File: src/rtl/ifu_pkg.sv
// rtl/ifu_pkg.sv - shared encodings and state type for the instruction fetch unit
package ifu_pkg;

  // PCSrc encodings, shared with control_unit
  localparam logic [1:0] PCSRC_SEQ    = 2'b00;
  localparam logic [1:0] PCSRC_BRANCH = 2'b01;
  localparam logic [1:0] PCSRC_JALR   = 2'b10;

  // addi x0, x0, 0
  localparam logic [31:0] NOP_INSTR = 32'h0000_0013;

  typedef enum logic [1:0] {
    BOOT = 2'd0,
    RUN  = 2'd1,
    HALT = 2'd2
  } ifu_state_e;

endpackage

File: src/rtl/ifu_fifo.sv
// rtl/ifu_fifo.sv - fetched {PC, Instr} buffer with synchronous flush and occupancy count
module ifu_fifo #(
  parameter int DEPTH = 2,
  parameter int WIDTH = 64,
  localparam int AW = $clog2(DEPTH),
  localparam int CW = AW + 1
) (
  input  logic             clk,
  input  logic             rst_n,
  input  logic             flush_i,
  input  logic             push_i,
  input  logic [WIDTH-1:0] wdata_i,
  input  logic             pop_i,
  output logic [WIDTH-1:0] rdata_o,
  output logic [CW-1:0]    count_o,
  output logic             empty_o
);

  logic [WIDTH-1:0] mem_q [DEPTH];
  logic [AW-1:0]    wr_ptr_q, rd_ptr_q;
  logic [CW-1:0]    count_q;
  logic             full, do_push, do_pop;

  assign full    = (count_q == CW'(DEPTH));
  assign empty_o = (count_q == '0);
  assign count_o = count_q;
  assign rdata_o = mem_q[rd_ptr_q];
  // a push into a full buffer is only legal when the head leaves in the same cycle
  assign do_push = push_i && (!full || pop_i);
  assign do_pop  = pop_i && !empty_o;

  // pointer and occupancy bookkeeping; flush wins over push and pop
  always_ff @(posedge clk or negedge rst_n) begin
    if (!rst_n) begin
      wr_ptr_q <= '0;
      rd_ptr_q <= '0;
      count_q  <= '0;
    end else if (flush_i) begin
      wr_ptr_q <= '0;
      rd_ptr_q <= '0;
      count_q  <= '0;
    end else begin
      if (do_push) wr_ptr_q <= wr_ptr_q + AW'(1);
      if (do_pop)  rd_ptr_q <= rd_ptr_q + AW'(1);
      count_q <= count_q + CW'(do_push) - CW'(do_pop);
    end
  end

  // storage array, contents only meaningful below count
  always_ff @(posedge clk) begin
    if (do_push && !flush_i) mem_q[wr_ptr_q] <= wdata_i;
  end

endmodule

File: src/rtl/instr_fetch_unit.sv
// rtl/instr_fetch_unit.sv - fetch PC, pipelined imem requests, decode buffer, PCSrc redirects (option: IFU_MISALIGN_TRAP_EN)
module instr_fetch_unit
  import ifu_pkg::*;
#(
  parameter logic [31:0] RESET_PC        = 32'h0000_0000,
  parameter int          FIFO_DEPTH      = 2,
  parameter int          MAX_OUTSTANDING = 2
) (
  input  logic        clk,
  input  logic        rst_n,
  output logic        IMemReqValid,
  input  logic        IMemReqReady,
  output logic [31:0] IMemReqAddr,
  input  logic        IMemRespValid,
  input  logic [31:0] IMemRespData,
  output logic [31:0] Instr,
  output logic [31:0] PC,
  output logic [31:0] PCPlus4,
  output logic        InstrValid,
  input  logic        InstrReady,
  input  logic [1:0]  PCSrc,
  input  logic [31:0] PCTarget,
  input  logic [31:0] ALUResult
`ifdef IFU_MISALIGN_TRAP_EN
  ,
  output logic        FetchFault
`endif
);

  localparam int CW = $clog2(FIFO_DEPTH) + 1;

  ifu_state_e  state_q, state_d;
  logic [31:0] fetch_pc_q, fetch_pc_d;
  logic [31:0] resp_pc_q, resp_pc_d;   // PC of the next response that will be kept
  logic [2:0]  out_cnt_q, out_cnt_d;
  logic [2:0]  stale_cnt_q, stale_cnt_d;

  logic [CW-1:0] fifo_count;
  logic          fifo_empty, fifo_push, fifo_pop, fifo_flush;
  logic [63:0]   fifo_head;
  logic [7:0]    credit_sum;
  logic          req_fire, resp_discard, redirect, unused_bits;
  logic [31:0]   raw_target, target;

  assign credit_sum   = 8'(out_cnt_q) + 8'(fifo_count);
  // every outstanding request holds a FIFO slot, so a response never finds it full
  assign IMemReqValid = (state_q == RUN) && (out_cnt_q < 3'(MAX_OUTSTANDING))
                        && (credit_sum < 8'(FIFO_DEPTH));
  assign IMemReqAddr  = fetch_pc_q;
  assign req_fire     = IMemReqValid && IMemReqReady;
  assign resp_discard = IMemRespValid && (stale_cnt_q != 3'd0);
  assign redirect     = (state_q == RUN) && ((PCSrc == PCSRC_BRANCH) || (PCSrc == PCSRC_JALR));
  assign raw_target   = (PCSrc == PCSRC_JALR) ? {ALUResult[31:1], 1'b0} : PCTarget;

`ifdef IFU_MISALIGN_TRAP_EN
  logic fault_q, fault_d, bad_target;
  assign target      = raw_target;
  assign bad_target  = (raw_target[1:0] != 2'b00);
  assign unused_bits = ALUResult[0];
  assign FetchFault  = fault_q;
`else
  assign target      = {raw_target[31:2], 2'b00};
  assign unused_bits = ^{ALUResult[0], raw_target[1:0]};
`endif

  assign InstrValid = !fifo_empty;
  assign fifo_pop   = InstrValid && InstrReady;
  assign Instr      = fifo_empty ? NOP_INSTR : fifo_head[31:0];
  assign PC         = fifo_empty ? resp_pc_q : fifo_head[63:32];
  assign PCPlus4    = PC + 32'd4;

  // next-state: FSM, fetch PC, outstanding/stale accounting, FIFO controls
  always_comb begin
    state_d     = state_q;
    fetch_pc_d  = fetch_pc_q;
    resp_pc_d   = resp_pc_q;
    stale_cnt_d = stale_cnt_q;
    out_cnt_d   = out_cnt_q + 3'(req_fire) - 3'(IMemRespValid);
    fifo_push   = 1'b0;
    fifo_flush  = 1'b0;
`ifdef IFU_MISALIGN_TRAP_EN
    fault_d     = fault_q;
`endif
    case (state_q)
      BOOT: state_d = RUN;
      RUN: begin
        if (req_fire) fetch_pc_d = fetch_pc_q + 32'd4;
        if (resp_discard) begin
          stale_cnt_d = stale_cnt_q - 3'd1;
        end else if (IMemRespValid) begin
          fifo_push = 1'b1;
          resp_pc_d = resp_pc_q + 32'd4;
        end
        if (redirect) begin
          // everything still in flight after this edge belongs to the old path
          fetch_pc_d  = target;
          resp_pc_d   = target;
          stale_cnt_d = out_cnt_d;
          fifo_push   = 1'b0;
          fifo_flush  = 1'b1;
`ifdef IFU_MISALIGN_TRAP_EN
          if (bad_target) begin
            state_d = HALT;
            fault_d = 1'b1;
          end
`endif
        end
      end
      HALT: begin
        if (resp_discard) stale_cnt_d = stale_cnt_q - 3'd1;
      end
      default: state_d = BOOT;
    endcase
  end

  // state registers
  always_ff @(posedge clk or negedge rst_n) begin
    if (!rst_n) begin
      state_q     <= BOOT;
      fetch_pc_q  <= RESET_PC;
      resp_pc_q   <= RESET_PC;
      out_cnt_q   <= 3'd0;
      stale_cnt_q <= 3'd0;
`ifdef IFU_MISALIGN_TRAP_EN
      fault_q     <= 1'b0;
`endif
    end else begin
      state_q     <= state_d;
      fetch_pc_q  <= fetch_pc_d;
      resp_pc_q   <= resp_pc_d;
      out_cnt_q   <= out_cnt_d;
      stale_cnt_q <= stale_cnt_d;
`ifdef IFU_MISALIGN_TRAP_EN
      fault_q     <= fault_d;
`endif
    end
  end

  ifu_fifo #(
    .DEPTH (FIFO_DEPTH),
    .WIDTH (64)
  ) u_fifo (
    .clk     (clk),
    .rst_n   (rst_n),
    .flush_i (fifo_flush),
    .push_i  (fifo_push),
    .wdata_i ({resp_pc_q, IMemRespData}),
    .pop_i   (fifo_pop),
    .rdata_o (fifo_head),
    .count_o (fifo_count),
    .empty_o (fifo_empty)
  );

endmodule

File: config.mk
export PLATFORM = sky130hd
export DESIGN_NAME = instr_fetch_unit
export DESIGN_NICKNAME = d
export VERILOG_FILES = /design/src/rtl/ifu_pkg.sv /design/src/rtl/ifu_fifo.sv /design/src/rtl/instr_fetch_unit.sv
export SDC_FILE = /design/constraint.sdc
export NUM_CORES = 1
export LEC_CHECK = 0
export CELL_PAD_IN_SITES_DETAIL_PLACEMENT = 0
export CELL_PAD_IN_SITES_GLOBAL_PLACEMENT = 1
export CORE_ASPECT_RATIO = 0.7
export CORE_MARGIN = 2
export CORE_UTILIZATION = 25
export CTS_CLUSTER_SIZE = 12
export DETAILED_ROUTE_END_ITERATION = 6
export PLACE_DENSITY_LB_ADDON = 0.25
export SKIP_CTS_REPAIR_TIMING = 1
export SLEW_MARGIN = 20
export SYNTH_ARGS = -nofsm -noshare
export SYNTH_HDL_FRONTEND = slang
export SYNTH_SLANG_ARGS = --single-unit
File: constraint.sdc
create_clock -name clk -period 9.6 [get_ports clk]
set_input_delay 0.96 -clock clk [delete_from_list [all_inputs] [get_ports clk]]
set_output_delay 0.96 -clock clk [all_outputs]
set_load 0.02 [all_outputs]
==> flow_summary.json, run 1 <==
{
  "setup_viol_count_final": 0,
  "diodes": 0,
  "path_cells": "nor2_4, inv_2, a21oi_1, and4_1, nand3_4, nor4_1, xnor2_1, clkdlybuf4s50_1",
  "cts_buffers": 17,
  "grt_pass1_vias": 7537,
  "nNetsFinal": 1259,
  "insertion_delay_ns": 0.45,
  "clock_power_share_pct": 20.0,
  "tightest_slew_ns": 0.9083,
  "synth_edf_count": 124,
  "ir_worst_vdd_mv": 0.2118,
  "grt_max_degree": 69,
  "p_int_mw": 2.111,
  "tns_ns": 0,
  "endpoint_kind": "output pin",
  "postSynthCellCount": 938,
  "synth_top_family_by_area": "simple AND/OR/NAND/NOR gates",
  "cp_max_fo": 30,
  "cp_slowest_stage_delay_ns": 0.70,
  "rsz0062_at_grt": "false",
  "cts_tree": "yes",
  "vias": 7912,
  "multi_input_area_um2": 4280,
  "power_density_nw_per_um2": 267.8,
  "seq_area_frac_synth_pct": 54.06,
  "areaGrowthSynthToFinish_pct": 32.63,
  "syn_avg_cell_area_um2": 10.85,
  "synthMuxAreaShare_pct": 9.654,
  "clk_pin_slew_ns": 0.08,
  "vias_per_cell": 4.682,
  "synth_fa_ha_area_share_pct": 1.869,
  "yosysWarningCount": 0,
  "sw_frac_of_total_pct": 41.58,
  "busiest_layer": "met1",
  "layout_min_cycle_time_ns": 5.365,
  "ff2ff_setup_slack_ns": 5.86,
  "worst_slack_ns": 4.235,
  "power_leakage_nw": 4.875,
  "die_h_um": 172.8,
  "finalHoldViolations": 0,
  "drt_iter0_markers": 466,
  "slew_headroom_pct": 39.44,
  "fillerInstances": 4053,
  "fmax_mhz": 186.4,
  "slowest_stage": "dfrtp_1",
  "cts.sinks": 195,
  "cts_buffer_depth": 2,
  "grtUsageMet3_pct": 3.725,
  "boundaryPins": 233,
  "hold_class": "primary input to async pin",
  "dp.cells": 1657,
  "portBuffers": 222,
  "postRouteAntennaNets": 0,
  "yosys_register_bits": 195,
  "outcome": "finished, final reports clean",
  "dpl_worst_slack_ns": 3.753,
  "required_ns": 8.64,
  "ys_types": 59,
  "layout-drive-gt1-share_pct": 8.052,
  "synth-simple-area-share_pct": 15.15,
  "post-dp-hpwl_um": 22640,
  "synth_compound_area_share_pct": 11.11,
  "layout_common_cells": "221 x clkdlybuf4s50_1, 124 x edfxtp_1, 90 x a21oi_1",
  "dr.pass1.iters": 5,
  "critical_path_class": "flip-flop to output pin",
  "cp-start-kind": "flip-flop",
  "grt_pass1_wl_um": 47950,
  "synth_area_um2": 10170,
  "antenna_found_initial": 1,
  "finalPower_mw": 3.613,
  "fp.dieArea_um2": 42350,
  "core-area_um2": 39920,
  "h-tree-depth": 4,
  "seq_area_um2": 5504,
  "combPwrFrac_pct": 47.9,
  "avgRoutedWirePerCell_um": 18.72,
  "grt_overflow": 0,
  "final_common_cell": "clkdlybuf4s50_1",
  "skew_ns": 0.01224,
  "maxCapViolations": 0,
  "crit_arrival_ns": 4.40,
  "place_area_um2": 12870,
  "drt_wl_total_um": 31640,
  "p_seq_share_pct": 32.0,
  "grt_use_met1_pct": 23.77,
  "rows": 61,
  "initial_core_util_pct": 25.49,
  "period_share_pct": 55.88,
  "fin_area_um2": 13490,
  "root_buffer": "clkbuf_16",
  "synthArstFlopShare_pct": 36.41,
  "drcViolationCount": 0,
  "drv_slew": 0,
  "grtUsageTotal_pct": 14.87,
  "p_switching_mw": 1.502,
  "synth_ff_type": "edfxtp_1",
  "layout.cells.non_filler": 1690,
  "gr-usage-met2_pct": 19.56,
  "synth-xor-area-share_pct": 3.874,
  "gp_congestion": 0.8144,
  "die_w_um": 245.1
}
[synth_stat cells, types with 10 or more instances]
library cell  number  area share (%)
a21oi_1           90             4.4
a31oi_1           11            0.68
and3_1            11            0.68
buf_4             10            0.74
clkbuf_1          21            0.77
dfrtp_1           71              17
edfxtp_1         124              37
ha_1              12             1.5
inv_1             39             1.4
mux2_2            25             2.8
mux2i_1           70             6.9
nand2_1           79             2.9
nand3_1           30             1.5
nand4_1           14            0.86
nor2_1            72             2.7
nor3_1            37             1.8
o21ai_0           47             2.3
xnor2_1           36             3.1
[layer usage]
layer	routed length (um)	vias up
met5	12	-
met4	279	2
met3	2085	19
met2	12400	239
met1	16860	3832
li1	-	3820
[state kept, by name, summed over array words and instances, names as in the netlist]
signal           cells
u_fifo.mem_q       124
IMemReqAddr         30
resp_pc_q           30
out_cnt_q            3
stale_cnt_q          3
u_fifo.count_o       2
state_q              1
u_fifo.rd_ptr_q      1
u_fifo.wr_ptr_q      1
[through the flow]
step           utilization [%]  hold slack [ns]
6_report                 33.80           0.4142
5_1_grt                  33.80           0.4141
4_1_cts                  33.75           0.4076
3_5_place_dp             32.25           0.5303
3_3_place_gp             32.25           0.5242
2_1_floorplan                -           0.4368
[cells by family (layout without fill, tap and decap cells)]
logic type / Yosys count / count (layout)
adders and majority gates: 14 / 14
muxes: 95 / 95
buffers and inverters: 90 / 302
AOI/OAI and AO/OA: 195 / 195
DFF: 195 / 195
other: 2 / 7
and+or+nand+nor: 302 / 302
xor gates and xnor gates: 45 / 45
[power groups by stage]
stage / Combinational [mW] / Sequential, mW / Clock (mW)
after floorplan: 1.04 / 1.11 / 0
after global placement: 1.74 / 1.17 / 0
after detailed placement: 1.74 / 1.17 / 0
after CTS: 1.75 / 1.16 / 0.742
after global routing: 1.87 / 1.18 / 0.778
final: 1.73 / 1.16 / 0.724
[critical path, delay by kind of cell, from the launching register on]
kind	cells	cell delay, ns
buf+inv	2	1.02
simple gates	4	1.43
compound gates	1	0.62
xor+xnor	1	0.16
flops	1	0.70
[final timing paths]
check,from,endpoint,cells after the start
worst max register to register,u_fifo.count_o[0],stale_cnt_q[2],13
worst max-delay path,u_fifo.count_o[0],PCPlus4[23],8
max in group asynchronous,rst_n,u_fifo.rd_ptr_q,2
worst min-delay path,rst_n,IMemReqAddr[13],1
worst min register to register,IMemReqAddr[31],IMemReqAddr[31],2
min in group clk,IMemReqAddr[31],IMemReqAddr[31],2
[final cells by class]
class,instances,share of cell area (%)
clock buffer,17,3.153
inverter,40,1.113
tap,535,4.961
clock inverter,15,1.289
timing repair buffer,230,16.97
multi-input combinational,658,31.72
sequential,195,40.79
Power figures use the tool's default switching activity.
==> run 2, diff against run 1 <==
Clock period 9.6 ns to 5.05 ns, I/O delays scaled along.
==> run 2 against run 1 <==
  * Power grew 91%
  * Register-to-register slack lost 4.4 ns
  * Highest routed layer unchanged
  * Clock power grew 92%
  * Worst hold slack lost 0.23 ns
  * Sequential power grew 85%
  * Sequential cell count is the same
  * Critical path type unchanged
==> flow_summary.json, run 2 (synthesized netlist as in run 1, its figures left out) <==
{
  "endpoint_kind": "output pin",
  "dr.pass1.iters": 5,
  "cp-start-kind": "flip-flop",
  "fmax_mhz": 237.6,
  "largest_register_ffs": 124,
  "slew_headroom_pct": 36.15,
  "areaGrowthSynthToFinish_pct": 33.27,
  "avgRoutedWirePerCell_um": 18.92,
  "ir_worst_vdd_mv": 0.3377,
  "grtUsageTotal_pct": 15.06,
  "layout_common_cells": "221 x clkdlybuf4s50_1, 124 x edfxtp_1, 90 x a21oi_1",
  "antenna_found_initial": 1,
  "skew_ns": 0.01397,
  "place_area_um2": 12950,
  "cts_buffers": 17,
  "postRouteAntennaNets": 0,
  "outcome": "finished, final reports clean",
  "clk_pin_slew_ns": 0.08,
  "die_w_um": 245.1,
  "worst_slack_ns": 0.8416,
  "gp_congestion": 0.8045,
  "critical_path_class": "flip-flop to output pin",
  "timing.rr.start": "u_fifo.count_o[0]",
  "finalHoldViolations": 0,
  "period_share_pct": 83.34,
  "dpl_worst_slack_ns": 1.292,
  "drv_slew": 0,
  "vias_per_cell": 4.695,
  "fin_area_um2": 13560,
  "diodes": 0,
  "portBuffers": 222,
  "root_buffer": "clkbuf_16",
  "die_h_um": 172.8,
  "cp-startpoint": "u_fifo.rd_ptr_q",
  "hold_class": "primary input to async pin",
  "insertion_delay_ns": 0.45,
  "grt_max_degree": 53,
  "setup_viol_count_final": 0,
  "post-dp-hpwl_um": 23430,
  "cts_buffer_depth": 2,
  "ff2ff_setup_slack_ns": 1.50,
  "largest-register": "u_fifo.mem_q",
  "cp_max_fo": 29,
  "cp-endpoint": "PCPlus4[19]",
  "timing.rr.end": "stale_cnt_q[2]",
  "grt_pass1_wl_um": 48280,
  "core-area_um2": 39920,
  "cts.sinks": 195,
  "crit_arrival_ns": 3.70,
  "maxCapViolations": 0,
  "drt_iter0_markers": 569,
  "grt_overflow": 0,
  "rsz0062_at_grt": "false",
  "drcViolationCount": 0,
  "power_leakage_nw": 4.906,
  "nNetsFinal": 1265,
  "drt_wl_total_um": 32080,
  "tightest_slew_ns": 0.9578,
  "power_density_nw_per_um2": 508.6,
  "layout-drive-gt1-share_pct": 8.613,
  "finalPower_mw": 6.896,
  "boundaryPins": 233,
  "vias": 7963,
  "cts_tree": "yes",
  "grt_pass1_vias": 7643,
  "h-tree-depth": 4,
  "initial_core_util_pct": 25.49,
  "layout_min_cycle_time_ns": 4.208,
  "final_common_cell": "clkdlybuf4s50_1",
  "tns_ns": 0,
  "rows": 61,
  "rr_worst_depth": 14,
  "required_ns": 4.55,
  "fp.dieArea_um2": 42350
}
-- run 2: worst min path at each step --
stage | end | cells past startpoint | slack, ns
floorplan | IMemReqAddr[10] | 0 | 0.21
global placement | IMemReqAddr[31] | 2 | 0.53
detailed placement | IMemReqAddr[13] | 2 | 0.53
CTS | IMemReqAddr[21] | 1 | 0.23
global route | IMemReqAddr[20] | 1 | 0.25
finish | IMemReqAddr[21] | 1 | 0.19
-- run 2: per-layer routing --
layer	up-vias	global-route usage (%)	part of all wire, %
li1	3824	-	-
met1	3873	24.07	53
met2	245	20.14	39
met3	19	3.632	6.8
met4	2	2.896	0.73
met5	-	0	0.037
-- run 2: metrics by stage --
step                      utilization, %  hold slack (ns)  instances
after floorplan                        -           0.2094        943
after global placement             32.45           0.5270       1664
after detailed placement           32.45           0.5328       1664
after CTS                          33.97           0.2280       1696
after global routing               33.97           0.2528       1696
final                              33.97           0.1860       1696
-- run 2: final cells by class --
type                    instances  area [um^2]
clock buffers                  17        425.4
clock inverters                15        181.4
fillers                      4015        26360
inverters                      40        150.1
multi-input cells             658         4280
flip-flops and latches        195         5504
well taps                     535        669.4
repair buffers                236         2347
-- run 2: where the power goes --
part / switching (mW) / total [mW] / internal [mW]
combinational: 1.90 / 3.36 / 1.46
sequential: 0.259 / 2.15 / 1.89
clock: 0.714 / 1.39 / 0.672
total: 2.87 / 6.90 / 4.02
-- run 2: critical path: stages (launching register included) --
cell and delay, ns:
dfrtp_4 0.75, mux2i_1 0.14, a21oi_1 0.56, and4_1 0.46, nand3_4 0.22, nor4_1 0.29
xnor2_1 0.17, clkdlybuf4s50_1 0.63
==> run 3, diff against run 2 <==
Clock period 5.05 ns to 3.5 ns, I/O delays scaled along.
==> run 3 against run 2 <==
  * The run now ends with negative setup slack left
  * Clock power rose by 40%
  * Worst hold slack improved by 0.18 ns
  * Count of clock-buffer cells in the layout did not move
  * Wire length rose by 3.6%
  * Sequential share of layout area fell by 1.6 points
  * Highest routed layer is now met4
  * Sequential power rose by 39%
  * Die area did not move
  * Final cell count rose by 3.2%
  * Combinational power rose by 58%
  * Global-route usage rose by 0.44 points
  * Critical endpoint is now PCPlus4[28]
==> flow_summary.json, run 3 (synthesized netlist as in run 1, its figures left out) <==
{
  "outcome": "finished with violations",
  "violations": "negative setup slack",
  "p_seq_share_pct": 29.2,
  "worst_slack_ns": -0.1154,
  "root_buffer": "clkbuf_16",
  "period_share_pct": 103.3,
  "gp_congestion": 0.8365,
  "grtUsageTotal_pct": 15.50,
  "areaGrowthSynthToFinish_pct": 38.59,
  "initial_core_util_pct": 25.49,
  "finalHoldViolations": 0,
  "clock_power_share_pct": 19.0,
  "dr.pass1.iters": 5,
  "cp-startpoint": "u_fifo.rd_ptr_q",
  "insertion_delay_ns": 0.45,
  "hold_class": "primary input to async pin",
  "post-dp-hpwl_um": 24790,
  "largest_register_ffs": 124,
  "vias": 8153,
  "die_h_um": 172.8,
  "boundaryPins": 233,
  "tightest_slew_ns": 0.7176,
  "avgRoutedWirePerCell_um": 18.97,
  "power_density_nw_per_um2": 727.2,
  "cts_tree": "yes",
  "layout_min_cycle_time_ns": 3.615,
  "setup_viol_count_final": 3,
  "final_common_cell": "clkdlybuf4s50_1",
  "cts_buffers": 17,
  "h-tree-depth": 4,
  "vias_per_cell": 4.656,
  "timing.hold.ws_ns": 0.3652,
  "cts.sinks": 195,
  "drt_iter0_markers": 457,
  "portBuffers": 222,
  "combPwrFrac_pct": 51.8,
  "postRouteAntennaNets": 0,
  "diodes": 0,
  "power_leakage_nw": 5.393,
  "core-area_um2": 39920,
  "multi_input_area_um2": 4347,
  "grt_pass1_wl_um": 49160,
  "grt_max_degree": 63,
  "ir_worst_vdd_mv": 0.6060,
  "drt_wl_total_um": 33220,
  "p_switching_mw": 4.211,
  "cp-start-kind": "flip-flop",
  "antenna_found_initial": 0,
  "drv_slew": 0,
  "clk_pin_slew_ns": 0.08,
  "maxCapViolations": 0,
  "fp.dieArea_um2": 42350,
  "seq_area_um2": 5504,
  "drcViolationCount": 0,
  "fillerInstances": 4020,
  "critical_path_class": "flip-flop to output pin",
  "slew_headroom_pct": 51.79,
  "nNetsFinal": 1321,
  "cp_max_fo": 17,
  "rsz0062_at_grt": "true",
  "endpoint_kind": "output pin",
  "crit_arrival_ns": 3.27,
  "fmax_mhz": 276.6,
  "dpl_worst_slack_ns": 0.1528,
  "rr_worst_depth": 13,
  "cts_buffer_depth": 2,
  "rows": 61,
  "grt_overflow": 0,
  "die_w_um": 245.1,
  "required_ns": 3.15,
  "skew_ns": 0.01276,
  "grt_pass1_vias": 7621,
  "tns_ns": -0.3038,
  "sw_frac_of_total_pct": 41.06,
  "p_int_mw": 6.043,
  "timing.rr.start": "u_fifo.count_o[0]",
  "layout_common_cells": "203 x clkdlybuf4s50_1, 124 x edfxtp_1, 89 x a21oi_1",
  "finalPower_mw": 10.25,
  "largest-register": "u_fifo.mem_q",
  "layout-drive-gt1-share_pct": 13.65
}
## run 3: cell count changes in the layout (fill, tap and decap cells not counted), moves of 4 or more
| cell | previous run | this run |
|---|---|---|
| buf_4 | 12 | 62 |
| dlymetal6s2s_1 | 0 | 18 |
| clkdlybuf4s50_1 | 221 | 203 |
| nor4_1 | 7 | 2 |
| nor4_2 | 2 | 6 |
| buf_6 | 0 | 4 |
## run 3: layer usage
layer	part of all wire, %	up-vias	global-route usage, %
met3	7.2	16	3.725
met1	53	3918	25.02
met4	0.72	0	3.201
met2	39	278	20.30
li1	-	3941	-
met5	0	-	0
## run 3: through the flow
stage                     instance area, um^2  cells  util (%)
after CTS                               13960   1750     34.97
after global routing                    14100   1751     35.32
after floorplan                         10190    943         -
after detailed placement                13380   1719     33.51
final                                   14100   1751     35.32
after global placement                  13380   1719     33.51
## run 3: path summary, 6_finish.rpt
kind / end / slack, ns
max: PCPlus4[28] / -0.12
min: IMemReqAddr[10] / 0.37
max reg2reg: stale_cnt_q[2] / 0.42
min reg2reg: u_fifo.mem_q[1][49] / 0.54
max in group asynchronous: u_fifo.rd_ptr_q / 2.24
min in group clk: u_fifo.mem_q[0][11] / 0.48
## run 3: cell type report
class                           instances  share of cell area [%]
Clock inverter                         14                   1.127
Clock buffer                           17                   3.017
Multi-Input combinational cell        658                   30.83
Tap cell                              535                   4.748
Timing Repair Buffer                  292                   20.16
Inverter                               40                   1.083
Sequential cell                       195                   39.04
## run 3: power groups by stage
stage / combinational, mW / sequential, mW / clock, mW
2_1_floorplan: 2.85 / 3.03 / 0
3_3_place_gp: 5.31 / 3.04 / 0
3_5_place_dp: 5.33 / 3.04 / 0
4_1_cts: 5.34 / 2.99 / 2.00
5_1_grt: 5.72 / 3.03 / 2.10
6_report: 5.31 / 2.99 / 1.95
## run 3: worst max-delay path: stages (launching register included)
cell and delay, ns:
dfrtp_4 0.57, buf_12 0.20, mux2i_1 0.13, a21oi_2 0.27
and4bb_2 0.35, nand4_4 0.21, nor3_1 0.30, xnor2_1 0.15
clkdlybuf4s50_1 0.62
==> patch 1: new RTL, flow settings as in run 3 <==
Add a define of `IFU_MISALIGN_TRAP_EN`.
--- a/src/rtl/instr_fetch_unit.sv
+++ b/src/rtl/instr_fetch_unit.sv
@@ -1,4 +1,6 @@
 // rtl/instr_fetch_unit.sv - fetch PC, pipelined imem requests, decode buffer, PCSrc redirects (option: IFU_MISALIGN_TRAP_EN)
+`define IFU_MISALIGN_TRAP_EN
+
 module instr_fetch_unit
   import ifu_pkg::*;
 #(
Function (old outputs only; new: FetchFault): changed (Yosys sat finds a counterexample within 4 cycles, from zero or initial values and one cycle with rst_n low).
==> patch 1 against run 3 <==
The run ends with hold timing left. Total power increased by 30%. Sequential share of layout area decreased by 0.49 points. Area after synthesis increased by 4.9%. Final area increased by 6.3%. Worst hold slack got worse by 0.42 ns. Setup slack improved by 0.23 ns. Sequential cell count increased by 10. Die area increased by 4.8%. Cell count increased by 5.0%. Routed wire length increased by 4.0%. Register-to-register slack got worse by 0.23 ns. Largest cell class unchanged. Largest power group unchanged.
==> patch 1: results (changes against run 3) <==
| Metric | Value |
|---|---|
| Outcome | complete, but fails checks (unchanged) |
| Failing checks | hold timing (was setup timing) |
| Drt first pass iters | 4 (was 5) |
| Initial antenna violation count | 0 (unchanged) |
| Skew-Pair Late Insertion Delay | 0.54 ns (was 0.45 ns) |
| Dpl hpwl | 25.1 mm (was 24.8 mm) |
| DR WL/cell | 18.8 µm (was 19.0 µm) |
| Switch share | 42.1% (was 41.1%) |
| CTS Buf Count | 25 (was 17) |
| Place WS | 0.172 ns (was 0.153 ns) |
| Synth area leaders | edfxtp_1 36%, dfrtp_1 18%, mux2i_1 6.8% (was edfxtp_1 37%, dfrtp_1 17%, mux2i_1 6.9%) |
| Worst IR drop on VDD | 0.000493 V (was 0.000606 V) |
| Seq/Total Area, Yosys | 54.1% (about the same) |
| Number of synthesized flops with an enable pin | 128 (was 124) |
| FF-to-FF Start | u_fifo.count_o[0]$_DFF_PN0_ (unchanged) |
| Max reg flops | 128 (was 124) |
| Layout fillers | 4,255 (was 4,020) |
| Longest Clk Path Bufs | 3 (was 2) |
| Largest net degree at the start of global routing | 67 (was 63) |
| IO buf count | 232 (was 222) |
| Final hold viol count | 49 (was 0) |
| FF-to-FF path depth | 14 (was 13) |
| DR iter-0 viols | 447 (was 457) |
| GP Congestion | 0.795 (was 0.837) |
| Critical Path AT | 3.03 ns (was 3.27 ns) |
| Critical Path Fanout Max | 5 (was 17) |
| Commonest cells post-synth | 128 x edfxtp_1, 95 x nand2_1, 93 x a21oi_1 (was 124 x edfxtp_1, 90 x a21oi_1, 79 x nand2_1) |
| First-pass GRT wire length | 52.9 mm (was 49.2 mm) |
| Layout Nets | 1,388 (was 1,321) |
| Via count | 8,590 (was 8,153) |
| FFs w/ async S/R, synth | 37.6% (was 36.4%) |
| Reg2Reg Setup Slack | 0.19 ns (was 0.42 ns) |
| Worst hold path class | in -> async (unchanged) |
| Post-Syn Nets | 1,098 |
| H-tree depth | 1 (was 4) |
| Clock skew | 0.0168 ns (was 0.0128 ns) |
| GR Util All Layers | 15.4% (was 15.5%) |
| Share of cells above drive strength 1 | 17.3% (was 13.7%) |
| Vias in the first global route | 8,691 (was 7,621) |
| Relative slew slack | 37.2% (was 51.8%) |
| Clock transition at path regs | 0.06 ns (was 0.08 ns) |
| Final hold slack | -0.0547 ns (was 0.365 ns) |
| Static Leak | 0.00583 µW (was 0.00539 µW) |
## patch 1: cell types whose count changed in the layout (fill, tap and decap cells not counted), moves of 12 or more
cell / before / now
dlymetal6s2s_1: 18 / 5
buf_4: 62 / 91
inv_1: 39 / 27
nand2_1: 78 / 94
nor2_1: 72 / 86
nor3_1: 34 / 22
## patch 1: cells by family after synthesis
family	count (synthesis)	synth area share, %
simple gates	327	15.5
compound gates	212	12.1
flops	205	54.1
mux	96	9.28
buf+inv	80	3.52
xor+xnor	41	3.37
fa+ha+maj	17	2.13
## patch 1: cell type report
| type | instances | area share (%) |
|---|---|---|
| Clock buffer | 35 | 4.70 |
| Timing Repair Buffer | 312 | 19.8 |
| Tap cell | 552 | 4.61 |
| Sequential cell | 205 | 38.6 |
| Clock inverter | 10 | 0.501 |
| Multi-Input combinational cell | 693 | 31.0 |
| Inverter | 31 | 0.793 |
## patch 1: metal layers
metal,part of all wire [%],GRT usage (%),vias up
met3,4.0,2.90,38
met4,1.6,2.80,0
met2,47,25.5,169
met5,0,0,-
met1,47,21.1,4230
li1,-,-,4153
## patch 1: how the worst max path moves through the flow
stage                              endpoint  slack (ns)  depth (start not counted)
2_1_floorplan  u_fifo.mem_q[0][0]$_DFFE_PP_        0.09                          7
3_3_place_gp                    PCPlus4[23]        0.18                          9
3_5_place_dp                    PCPlus4[23]        0.17                          9
4_1_cts                         PCPlus4[23]       -0.43                          9
5_1_grt                         PCPlus4[29]       -0.01                         11
6_report                        PCPlus4[18]        0.12                         11
## patch 1: power groups by stage
stage                     Sequential [µW]  Clock [µW]  Combinational [µW]
after floorplan                      3710           0                3680
after global placement               3650           0                7160
after detailed placement             3660           0                7170
after CTS                            3620        2590                7200
after global routing                 3650        2680                7810
final                                3580        2500                7240
## patch 1: critical path, cell delays in order, from the launching register on
cell and delay [ns]:
dfrtp_4 0.50, buf_6 0.13, buf_4 0.13, mux2_4 0.20, mux2i_4 0.08, nor4_4 0.38, buf_4 0.19, and4b_2 0.31
buf_6 0.16, nand2_4 0.07, xnor2_4 0.20, buf_6 0.14
## patch 1: through the flow
stage	hold slack, ns	std cells	cell area (µm²)	util, %	total power (µW)
after floorplan	0.0544	978	10700	-	7380
after global placement	0.449	1780	14000	33.1	10800
after detailed placement	0.457	1780	14000	33.1	10800
after CTS	-0.0237	1825	14800	35.0	13400
after global routing	0.00295	1838	15000	35.5	14200
final	-0.0547	1838	15000	35.5	13300
==> patch 2: new RTL, settings of run 3 <==
Made on the original files. Make the reset (`rst_n`) synchronous in 2 clocked blocks.
--- a/src/rtl/ifu_fifo.sv
+++ b/src/rtl/ifu_fifo.sv
@@ -30,7 +30,7 @@
   assign do_pop  = pop_i && !empty_o;
 
   // pointer and occupancy bookkeeping; flush wins over push and pop
-  always_ff @(posedge clk or negedge rst_n) begin
+  always_ff @(posedge clk) begin
     if (!rst_n) begin
       wr_ptr_q <= '0;
       rd_ptr_q <= '0;
--- a/src/rtl/instr_fetch_unit.sv
+++ b/src/rtl/instr_fetch_unit.sv
@@ -114,7 +114,7 @@
   end
 
   // state registers
-  always_ff @(posedge clk or negedge rst_n) begin
+  always_ff @(posedge clk) begin
     if (!rst_n) begin
       state_q     <= BOOT;
       fetch_pc_q  <= RESET_PC;
Function: differs if rst_n is asserted again (counterexample within 4 cycles, from zero or initial values and one cycle with rst_n low); with rst_n held inactive, the same outputs for 4 cycles.
==> patch 2 against run 3 <==
Sequential cell count increased by 1. Routed wire length decreased by 6.6%. Setup slack improved by 0.28 ns. Final area decreased by 1.3%. Maximum frequency increased by 8.5%. Area after synthesis decreased by 2.2%. Die area decreased by 2.2%. Critical path type unchanged.
Power is not compared: it rests on default switching activity, and its combinational part moved more than twofold at a synthesized area within 25%.
==> patch 2: results (changes against run 3) <==
| Metric | Value |
|---|---|
| Vias in the first global route | 7,630 (was 7,621) |
| Multi-input gate count | 640 (was 658) |
| Relative slew slack | 32.3% (was 51.8%) |
| GR Util All Layers | 14.9% (was 15.5%) |
| Critical Path Fanout Max | 25 (was 17) |
| Synth area leaders | edfxtp_1 37%, dfxtp_1 14%, mux2i_1 6.9% (was edfxtp_1 37%, dfrtp_1 17%, mux2i_1 6.9%) |
| Met2 Use GR | 20.0% (was 20.3%) |
| Place WS | 0.159 ns (was 0.153 ns) |
| WL met2 | 12.2 mm (was 12.9 mm) |
| Worst hold path class | in -> reg (was in -> async) |
| Critical Path AT | 2.98 ns (was 3.27 ns) |
| Share of cells above drive strength 1 | 14.8% (was 13.7%) |
| Non-Filler Instances | 1,739 (was 1,751) |
| Layout fillers | 4,048 (was 4,020) |
| Routed length on met3 | 2.37 mm (was 2.39 mm) |
| Layout Nets | 1,308 (was 1,321) |
| FFs w/ async S/R, synth | 0% (was 36.4%) |
| Seq/Total Area, Yosys | 51.9% (was 54.1%) |
| DR iter-0 viols | 583 (was 457) |
| First-pass GRT wire length | 46.5 mm (was 49.2 mm) |
| Metal1 wirelength | 16.3 mm (was 17.7 mm) |
| Outcome | complete, no violations (was complete, but fails checks) |
| Final hold slack | 0.477 ns (was 0.365 ns) |
| Commonest cells post-synth | 124 x edfxtp_1, 88 x nor2_1, 72 x dfxtp_1 (was 124 x edfxtp_1, 90 x a21oi_1, 79 x nand2_1) |
| Dpl hpwl | 23.1 mm (was 24.8 mm) |
patch 2: changes by cell type after synthesis, moves of 7 or more:
| cell | before | now |
|---|---|---|
| dfxtp_1 | 0 | 72 |
| dfrtp_1 | 71 | 0 |
| a21oi_1 | 90 | 61 |
| nand2_1 | 79 | 53 |
| nor2_1 | 72 | 88 |
| xor2_1 | 9 | 21 |
| mux2_2 | 25 | 36 |
| nor3_1 | 37 | 29 |
| o22a_1 | 7 | 0 |
patch 2: kinds of logic after synthesis:
kind of cell               after synthesis  synth area share (%)
muxes                                  108                  11.4
AOI/OAI and AO/OA                      159                  9.51
other                                    1                0.0377
xor gates and xnor gates                63                  5.55
adders and majority gates               14                  1.91
buffers and inverters                   93                  4.30
and+or+nand+nor                        290                  15.3
DFF                                    196                  51.9
patch 2: power by group:
part	internal (µW)	switching, µW	leakage (µW)
clock network	986	1050	0.000298
logic	971	1150	0.00306
registers	2590	108	0.00175
total	4540	2310	0.00510
